--- src/rtl/div_ctrl_pkg.sv ---
// Shared constants for the iterative divider controller: FSM encoding and
// the iteration count of the restoring divide.
package div_ctrl_pkg;
   localparam int DIV_ITERS = 32;

   localparam logic [1:0] IDLE = 2'd0;
   localparam logic [1:0] BUSY = 2'd1;
   localparam logic [1:0] DONE = 2'd2;
endpackage

--- src/rtl/div_ctrl_if.sv ---
// EX-stage <-> divider bundle: the divide request going in, stall and HI/LO
// write-back coming out.
interface div_ctrl_if #(
   parameter int WIDTH = 32
);
   logic             startE;
   logic             signedE;
   logic [WIDTH-1:0] srcaE;
   logic [WIDTH-1:0] srcbE;
   logic             flushE;
   logic             div_stall;
   logic             busy;
   logic             hilo_we;
   logic [WIDTH-1:0] hi_o;
   logic [WIDTH-1:0] lo_o;

   modport master (
      output startE, signedE, srcaE, srcbE, flushE,
      input  div_stall, busy, hilo_we, hi_o, lo_o
   );

   modport slave (
      input  startE, signedE, srcaE, srcbE, flushE,
      output div_stall, busy, hilo_we, hi_o, lo_o
   );
endinterface

--- src/rtl/div_ctrl_div_step.sv ---
// One combinational restoring-division iteration on {rem,quo} against an
// unsigned divisor.
module div_step #(
   parameter int WIDTH = 32
) (
   input  logic [WIDTH-1:0] rem,
   input  logic [WIDTH-1:0] quo,
   input  logic [WIDTH-1:0] dvs,
   output logic [WIDTH-1:0] rem_nx,
   output logic [WIDTH-1:0] quo_nx
);
   logic [WIDTH:0] sh;
   logic [WIDTH:0] diff;

   // One extra bit so the shifted remainder never overflows before the trial subtract
   assign sh     = {rem, quo[WIDTH-1]};
   assign diff   = sh - {1'b0, dvs};
   assign rem_nx = diff[WIDTH] ? sh[WIDTH-1:0] : diff[WIDTH-1:0];
   assign quo_nx = {quo[WIDTH-2:0], ~diff[WIDTH]};
endmodule

--- src/rtl/div_ctrl.sv ---
// DIV/DIVU sequencer: stalls the front end for WIDTH restoring iterations,
// then writes sign-corrected HI/LO once.
module div_ctrl
   import div_ctrl_pkg::*;
#(
   parameter int WIDTH = DIV_ITERS
) (
   input logic      clk,
   input logic      rst_n,
   div_ctrl_if.slave bus
);
   localparam int CW = $clog2(WIDTH) + 1;

   logic [1:0]       state;
   logic [CW-1:0]    cnt;
   logic [WIDTH-1:0] rem, quo, dvs, a_raw;
   logic [WIDTH-1:0] rem_nx, quo_nx;
   logic [WIDTH-1:0] hi_q, lo_q;
   logic             q_neg, r_neg, dz;
   logic             a_neg, b_neg, last;
   logic [WIDTH-1:0] a_mag, b_mag, q_fix, r_fix;

   div_step #(.WIDTH(WIDTH)) u_step (
      .rem    (rem),
      .quo    (quo),
      .dvs    (dvs),
      .rem_nx (rem_nx),
      .quo_nx (quo_nx)
   );

   assign a_neg = bus.signedE & bus.srcaE[WIDTH-1];
   assign b_neg = bus.signedE & bus.srcbE[WIDTH-1];
   assign a_mag = a_neg ? -bus.srcaE : bus.srcaE;
   assign b_mag = b_neg ? -bus.srcbE : bus.srcbE;
   assign last  = (cnt == CW'(WIDTH - 1));

   // Fix-up is applied to the final step's output so HI/LO are ready in DONE
   assign q_fix = q_neg ? -quo_nx : quo_nx;
   assign r_fix = r_neg ? -rem_nx : rem_nx;

   always_ff @(posedge clk or negedge rst_n) begin
      if (!rst_n) begin
         state <= IDLE;
         cnt   <= '0;
         rem   <= '0;
         quo   <= '0;
         dvs   <= '0;
         a_raw <= '0;
         q_neg <= 1'b0;
         r_neg <= 1'b0;
         dz    <= 1'b0;
         hi_q  <= '0;
         lo_q  <= '0;
      end else begin
         case (state)
            IDLE: if (bus.startE && !bus.flushE) begin
               quo   <= a_mag;
               dvs   <= b_mag;
               rem   <= '0;
               cnt   <= '0;
               a_raw <= bus.srcaE;
               q_neg <= a_neg ^ b_neg;
               r_neg <= a_neg;
               dz    <= (bus.srcbE == '0);
               state <= BUSY;
            end
            BUSY: if (bus.flushE) begin
               state <= IDLE;
            end else begin
               rem <= rem_nx;
               quo <= quo_nx;
               cnt <= cnt + 1'b1;
               if (last) begin
                  state <= DONE;
                  hi_q  <= dz ? a_raw : r_fix;
                  lo_q  <= dz ? '1    : q_fix;
               end
            end
            DONE:    state <= IDLE;
            default: state <= IDLE;
         endcase
      end
   end

   assign bus.busy      = (state == BUSY);
   assign bus.div_stall = (((state == IDLE) && bus.startE) || (state == BUSY)) && !bus.flushE;
   assign bus.hilo_we   = (state == DONE) && !bus.flushE;
   assign bus.hi_o      = hi_q;
   assign bus.lo_o      = lo_q;
endmodule

--- src/flat_wrapper.sv ---
// flat-port wrapper written by rule: the top's interface ports become plain ports
module div_ctrl_flat import div_ctrl_pkg::*;
#(
   parameter int WIDTH = DIV_ITERS
)
  (clk, rst_n, bus_startE, bus_signedE, bus_srcaE, bus_srcbE, bus_flushE, bus_div_stall, bus_busy, bus_hilo_we, bus_hi_o, bus_lo_o);
  div_ctrl_if #(.WIDTH(WIDTH)) bus_i ();
  input logic clk;
  input logic rst_n;
  input wire logic [$bits(bus_i.startE)-1:0] bus_startE;
  input wire logic [$bits(bus_i.signedE)-1:0] bus_signedE;
  input wire logic [$bits(bus_i.srcaE)-1:0] bus_srcaE;
  input wire logic [$bits(bus_i.srcbE)-1:0] bus_srcbE;
  input wire logic [$bits(bus_i.flushE)-1:0] bus_flushE;
  output wire logic [$bits(bus_i.div_stall)-1:0] bus_div_stall;
  output wire logic [$bits(bus_i.busy)-1:0] bus_busy;
  output wire logic [$bits(bus_i.hilo_we)-1:0] bus_hilo_we;
  output wire logic [$bits(bus_i.hi_o)-1:0] bus_hi_o;
  output wire logic [$bits(bus_i.lo_o)-1:0] bus_lo_o;
  assign bus_i.startE = bus_startE;
  assign bus_i.signedE = bus_signedE;
  assign bus_i.srcaE = bus_srcaE;
  assign bus_i.srcbE = bus_srcbE;
  assign bus_i.flushE = bus_flushE;
  assign bus_div_stall = bus_i.div_stall;
  assign bus_busy = bus_i.busy;
  assign bus_hilo_we = bus_i.hilo_we;
  assign bus_hi_o = bus_i.hi_o;
  assign bus_lo_o = bus_i.lo_o;
  div_ctrl #(.WIDTH(WIDTH)) u_core (.clk(clk), .rst_n(rst_n), .bus(bus_i));
endmodule
--- config.mk ---
export PLATFORM = sky130hd
export DESIGN_NAME = div_ctrl_flat
export DESIGN_NICKNAME = d
export VERILOG_FILES = /design/src/rtl/div_ctrl_pkg.sv /design/src/rtl/div_ctrl_if.sv /design/src/rtl/div_ctrl_div_step.sv /design/src/rtl/div_ctrl.sv /design/src/flat_wrapper.sv
export SDC_FILE = /design/constraint.sdc
export NUM_CORES = 1
export LEC_CHECK = 0
export CORE_UTILIZATION = 58
export DETAILED_ROUTE_END_ITERATION = 10
export MAX_ROUTING_LAYER = met4
export PLACE_DENSITY = 0.91
export SYNTH_ARGS = -nofsm -noshare
export SYNTH_HDL_FRONTEND = slang
export SYNTH_SLANG_ARGS = --single-unit
--- constraint.sdc ---
create_clock -name clk -period 5.2 [get_ports clk]
set_clock_uncertainty 0.2 [all_clocks]
set_input_delay 1.04 -clock clk [delete_from_list [all_inputs] [get_ports clk]]
set_output_delay 1.04 -clock clk [all_outputs]
set_load 0.01 [all_outputs]
==> results of run 1 <==
## routing by layer
layer	share of wire (%)	vias to the layer above	GRT usage, %
li1	-	5956	-
met1	42	6271	50.5
met2	45	756	54.4
met3	9.7	121	5.55
met4	3.2	0	12.3
met5	0	-	-
## worst max path at each step
stage / from / to / slack [ns] / cells past startpoint
final: u_core.quo[31] / u_core.bus.hi_o[30] / 0.49 / 16
after global routing: u_core.quo[31] / u_core.bus.hi_o[25] / 0.07 / 16
after CTS: u_core.quo[31] / u_core.bus.hi_o[30] / 0.57 / 16
after detailed placement: u_core.quo[31] / u_core.bus.hi_o[30] / 0.57 / 16
after global placement: bus_srcbE[0] / u_core.dvs[30] / 0.67 / 13
after floorplan: u_core.quo[31] / u_core.bus.hi_o[28] / 0.85 / 22
## cell usage in the layout (no fill, tap or decap), types with 23 or more instances in the layout
cell / instances
a21oi_1: 131
clkbuf_16: 24
inv_1: 59
clkdlybuf4s50_1: 134
nand3_1: 23
xnor2_1: 53
ha_1: 37
nor3_1: 32
xor2_1: 86
mux2i_1: 28
o21ai_0: 173
nor2_1: 129
nand2_1: 254
a22oi_1: 30
dfrtp_1: 202
## sequential cells by signal (all words and copies together) (netlist names)
signal and count:
u_core.a_raw 32, u_core.bus.hi_o 32, u_core.bus.lo_o 32, u_core.dvs 32, u_core.quo 32, u_core.rem 32
u_core.cnt 6, u_core.state 2, u_core.dz 1, u_core.q_neg 1, u_core.r_neg 1
## per-stage QoR
step / utilization (%) / power, W
3_5_place_dp: 66.0 / 0.00679
5_1_grt: 69.4 / 0.00914
6_report: 69.4 / 0.00863
3_3_place_gp: 66.0 / 0.00669
2_1_floorplan: - / 0.00552
4_1_cts: 69.4 / 0.00849
## power breakdown
part / leakage, nW / internal, W / switching, W / total (W)
Sequential: 2.67 / 0.00185 / 0.000343 / 0.00219
Combinational: 3.71 / 0.00178 / 0.00299 / 0.00476
Clock: 0.383 / 0.000975 / 0.000702 / 0.00168
Total: 6.76 / 0.00460 / 0.00403 / 0.00863
## critical path: stages (launching register included)
cell and delay, ns:
dfrtp_1 0.40, inv_1 0.09, ha_1 0.17, inv_1 0.06, fa_1 0.41, a211oi_2 0.27
o31ai_2 0.12, o21ai_1 0.38, a21oi_2 0.14, o21a_1 0.36, nor2_4 0.18, buf_4 0.34
mux2_2 0.43, nor4_2 0.50, a41oi_1 0.21, xor2_1 0.18, a21oi_1 0.18
## cell families (layout without fill, tap and decap cells)
| logic type | after synthesis | count (layout) | synth area share, % |
|---|---|---|---|
| adder cells (fa/ha/maj) | 38 | 38 | 3.58 |
| buffers and inverters | 155 | 257 | 4.70 |
| multiplexers | 34 | 34 | 2.58 |
| AND/OR/NAND/NOR | 560 | 560 | 18.9 |
| flip-flops | 203 | 203 | 37.6 |
| XOR/XNOR | 139 | 139 | 9.02 |
| AO/OA/AOI/OAI | 501 | 501 | 23.5 |
## area by class of cell
type                    instances  share of cell area, %
flip-flops and latches        203                   32.2
clock inverters                 9                  0.579
inverters                      60                   1.43
well taps                     285                   2.26
multi-input cells            1272                   49.5
repair buffers                154                   9.66
clock buffers                  34                   4.36
==> impl_metrics.csv, run 1 <==
group,metric,value,unit
clock_network,clockBufferDepth,3,
placed_design,place_hpwl,30.5,mm
critical_path,arrival,4.96,ns
critical_path,crit_required,5.45,ns
layout,area.growth.synth_to_final,16.8,%
clock_network,cts_tree,"done",
critical_path,worstSetupEndpointType,"flip-flop",
sta,fin_tns_setup,0,ns
layout,n_antenna_cell,0,
global_routing,grt_pass1_vias,12400,
sta,holdWs,0.278,ns
worst_hold_path,min_to,"u_core.dvs[23]",
layout,seqCellArea,5080,um2
route,vias_per_cell,6.50,
route,vias,13100,
route,drt_iter0_markers,1540,
route,dr.pass1.iters,6,
critical_path,r2r_setup_slack,0.49,ns
clock_network,cts_resized,0,
sta,fin_ws,0.492,ns
sta,layout_min_cycle_time,4.71,ns
placed_design,io_buffers,135,
sta,grt_setup_unrepaired,"false",
worst_hold_path,hp-class,"reg -> reg",
sta,timing.fmax,212,MHz
sta,setup_viol,0,
synthesis,synthesis.area,13500,um2
synthesis,synth_seq_area_share,37.6,%
clock_network,htree_levels,1,
global_routing,grt_max_degree,126,
floorplanning,die_area,23900,um2
synthesis,yosys_warnings,0,
sta,fin_crit_sh,90.5,%
floorplanning,die_h,155,um
floorplanning,die_w,155,um
synthesis,synth_cell_types,97,
clock_network,clock_latency,0.54,ns
clock_network,cts_root_buf,"clkbuf_16",
layout,stdcell_area,15800,um2
critical_path,worstSetupPathType,"reg -> reg",
synthesis,syn_area_per_cell,8.28,um2
route,drcViolationCount,0,
layout,drive_gt1_share,6.52,%
synthesis,synth-seq-cells,203,
route,wl_per_cell,20.5,um
critical_path,cp_max_fo,22,
sta,tightest_slew,1.21,ns
clock_network,cts_inserted_buffers,24,
worst_hold_path,hp-start,"u_core.dvs[23]",
sta,slew_viol_final,0,
layout,multi_input_area,7800,um2
synthesis,yosysMostFrequentCell,"nand2_1",
power_and_ir_drop,vdd_ir_drop_max,0.375,mV
clock_network,clock-sinks,203,
critical_path,timing.rr.end,"u_core.bus.hi_o[30]",
floorplanning,start_util,59.4,%
clock_network,post_cts_buffers,0,
clock_network,cts_hold_buf,0,
floorplanning,placementRows,55,
synthesis,syn-num-nets,1737,
synthesis,ys_dominant_reg_cell,"dfrtp_1",
placed_design,place.gp.congestion,1.00,
floorplanning,ios,136,
clock_network,clkTransAtPathRegs,0.06,ns
global_routing,antenna_found_initial,0,
global_routing,grtUsageTotal,36.3,%
power_and_ir_drop,p_leak,6.76,nW
route,drtAntennaViolNets,0,
placed_design,dp_slack,0.575,ns
critical_path,cp-start-kind,"flip-flop",
sta,finalHoldViolations,0,
synthesis,yosysTopAreaCell,"dfrtp_1",
floorplanning,core,22700,um2
synthesis,synth_top_area_share,37.6,%
layout,n_fill_cell,1771,
synthesis,synth.area.top_cells,"dfrtp_1 (38%), nand2_1 (7.1%), o21ai_0 (6.4%)",
synthesis,syn_inst,1630,
critical_path,rr_worst_depth,16,
status,status,"finished, final reports clean",
synthesis,synthTopCellsByCount,"nand2_1 (254), dfrtp_1 (203), o21ai_0 (173)",
placed_design,dp.cells,1974,
placed_design,placed_area,15000,um2
power_and_ir_drop,cellPowerDensity,547,nW/um2
route,drt_wl_total,41.4,mm
critical_path,reg2reg_from,"u_core.quo[31]",
synthesis,async_flop_share,100,%
layout,nNetsFinal,1822,
global_routing,overflow,0,
job,maxCapViolCount,0,
synthesis,synth-edff-count,0,
global_routing,grt_pass1_wl,66.7,mm
worst_hold_path,worstHoldPathCells,2,
sta,relSlewSlack,19.1,%
layout,stdcell_count,2017,
(Power assumes the default switching activity.)
==> inputs of run 2 (changes only) <==
--- a/config.mk
+++ b/config.mk
@@ -5,10 +5,11 @@
 export SDC_FILE = /design/constraint.sdc
 export NUM_CORES = 1
 export LEC_CHECK = 0
-export CORE_UTILIZATION = 58
+export CORE_UTILIZATION = 25
 export DETAILED_ROUTE_END_ITERATION = 10
 export MAX_ROUTING_LAYER = met4
-export PLACE_DENSITY = 0.91
+export PLACE_DENSITY = 0.52
 export SYNTH_ARGS = -nofsm -noshare
 export SYNTH_HDL_FRONTEND = slang
+export SYNTH_HIERARCHICAL = 1
 export SYNTH_SLANG_ARGS = --single-unit
==> impl_metrics.csv, run 2 <==
group,metric,value,unit
status,status,"finished, final reports clean",
route,drt_iter0_markers,730,
power_and_ir_drop,vdd_ir_drop_max,0.321,mV
sta,slew_viol_final,0,
critical_path,crit_required,5.41,ns
synthesis,synth_top_family_by_area,"simple AND/OR/NAND/NOR gates",
synthesis,syn_inst,1585,
critical_path,cp_max_fo,9,
layout,layout_common_cells,"nand2_1 (289), dfrtp_1 (202), clkdlybuf4s50_1 (134)",
critical_path,worstSetupPathType,"reg -> reg",
layout,area.growth.synth_to_final,23.1,%
layout,nNetsFinal,1792,
job,maxCapViolCount,0,
global_routing,grt_pass1_wl,65.3,mm
synthesis,synth-simple-area-share,19.9,%
floorplanning,placementRows,84,
synthesis,yosysMostFrequentCell,"nand2_1",
placed_design,dp_slack,0.0334,ns
worst_hold_path,hp-class,"in -> async",
layout,seqCellArea,5080,um2
sta,tightest_slew,1.07,ns
route,vias_per_cell,4.79,
critical_path,r2r_setup_slack,0.23,ns
global_routing,antenna_found_initial,0,
clock_network,cts_inserted_buffers,26,
global_routing,overflow,0,
clock_network,cts_root_buf,"clkbuf_16",
placed_design,place_hpwl,31.8,mm
critical_path,rr_worst_depth,19,
sta,layout_min_cycle_time,4.97,ns
global_routing,grt_max_degree,146,
critical_path,reg2reg_from,"u_core/quo[31]",
route,wl_per_cell,17.5,um
synthesis,syn_area_per_cell,8.41,um2
route,drt_wl_total,41.9,mm
clock_network,htree_levels,1,
clock_network,clockBufferDepth,3,
layout,multi_input_area,7470,um2
floorplanning,die_w,233,um
synthesis,yosysTopAreaCell,"dfrtp_1",
synthesis,synth.area.top_cells,"dfrtp_1 (38%), nand2_1 (8.2%), xor2_1 (5.7%)",
synthesis,synth_adder_area_share,3.62,%
critical_path,timing.rr.end,"u_core/bus.hi_o[22]",
floorplanning,die_h,233,um
floorplanning,die_area,54200,um2
critical_path,worstSetupEndpointType,"flip-flop",
sta,setup_viol,0,
layout,drive_gt1_share,9.85,%
clock_network,clock-sinks,203,
synthesis,ys_dominant_reg_cell,"dfrtp_1",
synthesis,synthesis.area,13300,um2
layout,utilization,31.1,%
clock_network,cts_tree,"done",
route,drtAntennaViolNets,0,
sta,fin_crit_sh,95.5,%
synthesis,syn-num-nets,1692,
layout,n_fill_cell,5526,
synthesis,synthXorXnorAreaFrac,9.33,%
synthesis,synth_compound_area_share,18.9,%
layout,n_antenna_cell,0,
floorplanning,start_util,25.3,%
synthesis,async_flop_share,100,%
clock_network,cts_hold_buf,0,
synthesis,synth_seq_area_share,38.1,%
synthesis,yosys_warnings,6,
power_and_ir_drop,cellPowerDensity,648,nW/um2
clock_network,clkTransAtPathRegs,0.06,ns
placed_design,place.gp.congestion,0.835,
synthesis,synth-seq-cells,203,
power_and_ir_drop,p_leak,7.03,nW
global_routing,grtUsageTotal,15.9,%
route,drcViolationCount,0,
synthesis,synth_top_area_share,38.1,%
floorplanning,core,52700,um2
placed_design,io_buffers,135,
synthesis,synth_cell_types,89,
sta,finalHoldViolations,0,
global_routing,grt_pass1_vias,11200,
synthesis,synthMuxAreaShare,3.72,%
synthesis,synthTopCellsByCount,"nand2_1 (291), dfrtp_1 (203), o21ai_0 (126)",
critical_path,arrival,5.18,ns
floorplanning,ios,136,
layout,layout.cells.most_common,"nand2_1",
route,dr.pass1.iters,5,
critical_path,cp-start-kind,"flip-flop",
route,vias,11500,
sta,fin_ws,0.234,ns
clock_network,clock_latency,0.56,ns
sta,relSlewSlack,28.5,%
critical_path,critPathLaunch,"u_core/quo[31]",
synthesis,synth-edff-count,0,
sta,timing.fmax,201,MHz
-- run 2: logic make-up after synthesis --
group	Yosys count
xor+xnor	142
simple gates	579
compound gates	414
flops	203
fa+ha+maj	38
mux	38
buf+inv	171
-- run 2: worst max path at each step --
stage | end | cells past startpoint
4_1_cts | u_core/bus.hi_o[16] | 19
3_3_place_gp | u_core/bus.hi_o[16] | 19
5_1_grt | u_core/bus.hi_o[28] | 20
3_5_place_dp | u_core/bus.hi_o[16] | 19
2_1_floorplan | u_core/bus.hi_o[28] | 22
6_report | u_core/bus.hi_o[22] | 19
-- run 2: cell type report --
class,count,area share [%]
multi-input combinational,1211,45.6
sequential,203,31.0
timing repair buffer,191,11.1
tap,688,5.25
clock buffer,35,4.48
clock inverter,13,1.43
inverter,52,1.24
-- run 2: layer usage --
| metal | up-vias | global-route usage [%] | wire (um) |
|---|---|---|---|
| li1 | 5705 | - | - |
| met1 | 5447 | 21.9 | 20400 |
| met2 | 245 | 24.4 | 18800 |
| met3 | 63 | 1.76 | 1450 |
| met4 | 0 | 4.49 | 1210 |
| met5 | - | - | 0 |
-- run 2: repair_timing --
item,CTS,global route
resized for setup,0,13
endpoints found under the setup margin,0,15
setup buffers,0,6
-- run 2: where the power goes --
group	internal [W]	switching (W)	total, W
clock network	0.00129	0.000729	0.00202
logic	0.00286	0.00347	0.00633
registers	0.00192	0.000363	0.00228
total	0.00607	0.00456	0.0106
-- run 2: per-stage QoR --
stage | hold WS [ns] | std cells | total power (W) | area, um2 | setup TNS (ns)
after floorplan | 0.237 | 1585 | 0.00670 | 13300 | 0
after global placement | 0.252 | 2339 | 0.00833 | 15300 | 0
after detailed placement | 0.263 | 2339 | 0.00837 | 15300 | 0
after CTS | 0.253 | 2387 | 0.0104 | 16300 | 0
after global routing | 0.273 | 2393 | 0.0114 | 16400 | -0.0101
final | 0.243 | 2393 | 0.0106 | 16400 | 0
-- run 2: critical path, stage by stage, from the launching register on --
cell and delay [ns]:
dfrtp_1 0.35, inv_1 0.05, ha_1 0.22, fa_2 0.35
and2b_1 0.24, o2111ai_2 0.14, a21oi_2 0.20, o2111ai_2 0.14
a211oi_2 0.32, nor2_4 0.08, mux2i_4 0.21, and2_4 0.21
inv_8 0.10, mux2_4 0.31, or4_4 0.58, or4_4 0.47
nand2b_1 0.20, o31ai_2 0.21, xor2_1 0.17, o22ai_1 0.09
==> inputs of run 3 (changes only) <==
--- a/config.mk
+++ b/config.mk
@@ -5,6 +5,7 @@
 export SDC_FILE = /design/constraint.sdc
 export NUM_CORES = 1
 export LEC_CHECK = 0
+export CORE_ASPECT_RATIO = 0.5
 export CORE_UTILIZATION = 25
 export DETAILED_ROUTE_END_ITERATION = 10
 export MAX_ROUTING_LAYER = met4
==> impl_metrics.csv, run 3 (synthesis gave the netlist of run 2 again) <==
group,metric,value,unit
global_routing,grt_pass1_wl,64.8,mm
route,drt_iter0_markers,727,
clock_network,htree_levels,1,
sta,setup_viol,0,
critical_path,cpPeakStageDelay,0.59,ns
layout,stdcell_count,2415,
floorplanning,core,52300,um2
global_routing,overflow,0,
layout,layout_common_cells,"nand2_1 (289), dfrtp_1 (202), clkdlybuf4s50_1 (134)",
layout,nNetsFinal,1800,
critical_path,reg2reg_from,"u_core/quo[31]",
clock_network,clockBufferDepth,3,
critical_path,worstSetupPathType,"reg -> reg",
floorplanning,ios,136,
sta,timing.fmax,199,MHz
power_and_ir_drop,vdd_ir_drop_max,0.330,mV
route,vias,11500,
worst_hold_path,hp-class,"reg -> reg",
placed_design,place.gp.congestion,0.896,
clock_network,clock_latency,0.53,ns
global_routing,antenna_found_initial,5,
critical_path,cp_max_fo,6,
job,maxCapViolCount,0,
critical_path,critPathLaunch,"u_core/quo[31]",
floorplanning,start_util,25.5,%
route,wl_per_cell,17.4,um
clock_network,cts_inserted_buffers,24,
sta,layout_min_cycle_time,5.03,ns
layout,multi_input_area,7520,um2
power_and_ir_drop,cellPowerDensity,647,nW/um2
clock_network,clkTransAtPathRegs,0.06,ns
global_routing,grt_max_degree,100,
power_and_ir_drop,p_leak,7.03,nW
sta,tightest_slew,1.06,ns
route,drt_wl_total,42.0,mm
critical_path,r2r_setup_slack,0.17,ns
critical_path,crit_required,5.38,ns
critical_path,timing.rr.end,"u_core/bus.hi_o[30]",
global_routing,grtUsageTotal,15.7,%
floorplanning,placementRows,59,
critical_path,worstSetupEndpointType,"flip-flop",
sta,fin_crit_sh,96.8,%
route,dr.pass1.iters,8,
status,status,"complete, but fails checks",
placed_design,dp.cells,2361,
floorplanning,die_w,329,um
layout,drive_gt1_share,10.5,%
placed_design,io_buffers,135,
clock_network,cts_tree,"done",
layout,seqCellArea,5080,um2
layout,stdcell_area,16400,um2
critical_path,arrival,5.21,ns
layout,layout.cells.most_common,"nand2_1",
sta,slew_viol_final,0,
clock_network,cts_root_buf,"clkbuf_16",
critical_path,setup.worst_path.end,"u_core/bus.hi_o[30]",
route,drcViolationCount,6,
critical_path,cp_slowest_cell,"or4_4",
route,drtAntennaViolNets,0,
clock_network,clock-sinks,203,
critical_path,cp_cell_sequence,"inv_1 -> ha_2 -> fa_2 -> and2b_1 -> o2111ai_2 -> a21oi_2 -> o2111ai_2 -> a211oi_2 -> nor2_4 -> mux2i_4 -> and2_4 -> inv_8 -> mux2_4 -> or4_4 -> or4_4 -> nand3b_4 -> o21ai_2 -> xor2_1 -> a21oi_1",
global_routing,grt_pass1_vias,10900,
critical_path,rr_worst_depth,19,
route,vias_per_cell,4.74,
status,violations,"design-rule violations",
sta,grt_setup_unrepaired,"true",
critical_path,cp-start-kind,"flip-flop",
layout,n_fill_cell,5519,
floorplanning,die_area,54300,um2
placed_design,place_hpwl,31.4,mm
layout,area.growth.synth_to_final,23.0,%
placed_design,placed_area,15400,um2
sta,relSlewSlack,29.1,%
floorplanning,die_h,165,um
sta,finalHoldViolations,0,
==> run 3: repair_timing <==
item | in CTS | in global routing
cloned | 0 | 1
hold buffers | 0 | 0
pin swaps | 0 | 12
gates resized for setup | 1 | 18
endpoints found under the setup margin | 3 | 18
setup buffers | 0 | 6
==> run 3: layout make-up <==
cell class                      instances  share of cell area (%)
Multi-Input combinational cell       1211                    45.9
Sequential cell                       203                    31.0
Inverter                               52                    1.24
Timing Repair Buffer                  200                    11.4
Timing Repair inverter                  1                  0.0382
Clock inverter                         10                   0.794
Clock buffer                           33                    4.24
Tap cell                              701                    5.35
Antenna cell                            4                  0.0611
==> run 3: worst min-delay path by stage <==
stage                                  start                 end  slack, ns  cells past startpoint
after CTS                 u_core/bus.lo_o[0]  u_core/bus.lo_o[0]       0.27                      2
after detailed placement  u_core/bus.lo_o[0]  u_core/bus.lo_o[0]       0.26                      2
after floorplan             u_core/a_raw[30]    u_core/a_raw[30]       0.24                      2
final                     u_core/bus.lo_o[0]  u_core/bus.lo_o[0]       0.27                      2
after global routing           u_core/dvs[9]       u_core/dvs[9]       0.30                      2
after global placement      u_core/a_raw[30]    u_core/a_raw[30]       0.25                      2
==> run 3: power breakdown <==
group,switching (W),leakage (nW),total (W),internal [W]
Sequential,0.000382,2.66,0.00230,0.00191
Combinational,0.00357,3.97,0.00652,0.00295
Clock,0.000701,0.404,0.00178,0.00108
Total,0.00465,7.03,0.0106,0.00595
==> run 3: critical path, delay by kind of cell (launching register included) <==
kind	cells	cell delay, ns
AO/OA/AOI/OAI	6	1.09
AND/OR/NAND/NOR	6	1.89
multiplexers	2	0.51
XOR/XNOR	1	0.21
buffers and inverters	2	0.13
flip-flops	1	0.34
adder cells (fa/ha/maj)	2	0.52
==> run 3: per-stage QoR <==
step	total power, W	setup TNS [ns]	hold WS [ns]	util (%)	worst slack, ns
global placement	0.00844	0	0.254	29.4	0.0729
finish	0.0106	0	0.270	31.3	0.168
CTS	0.0103	0	0.274	31.0	0.0181
global route	0.0114	-0.112	0.299	31.3	-0.0679
detailed placement	0.00847	-0.0169	0.260	29.4	-0.0162
floorplan	0.00670	0	0.237	-	0.00164
==> run 3: metal layers <==
metal / up-vias / track usage (%) / part of all wire [%]
li1: 5738 / - / -
met4: 0 / 4.71 / 3.1
met2: 182 / 25.3 / 47
met5: - / - / 0
met1: 5471 / 20.5 / 46
met3: 67 / 2.13 / 3.4
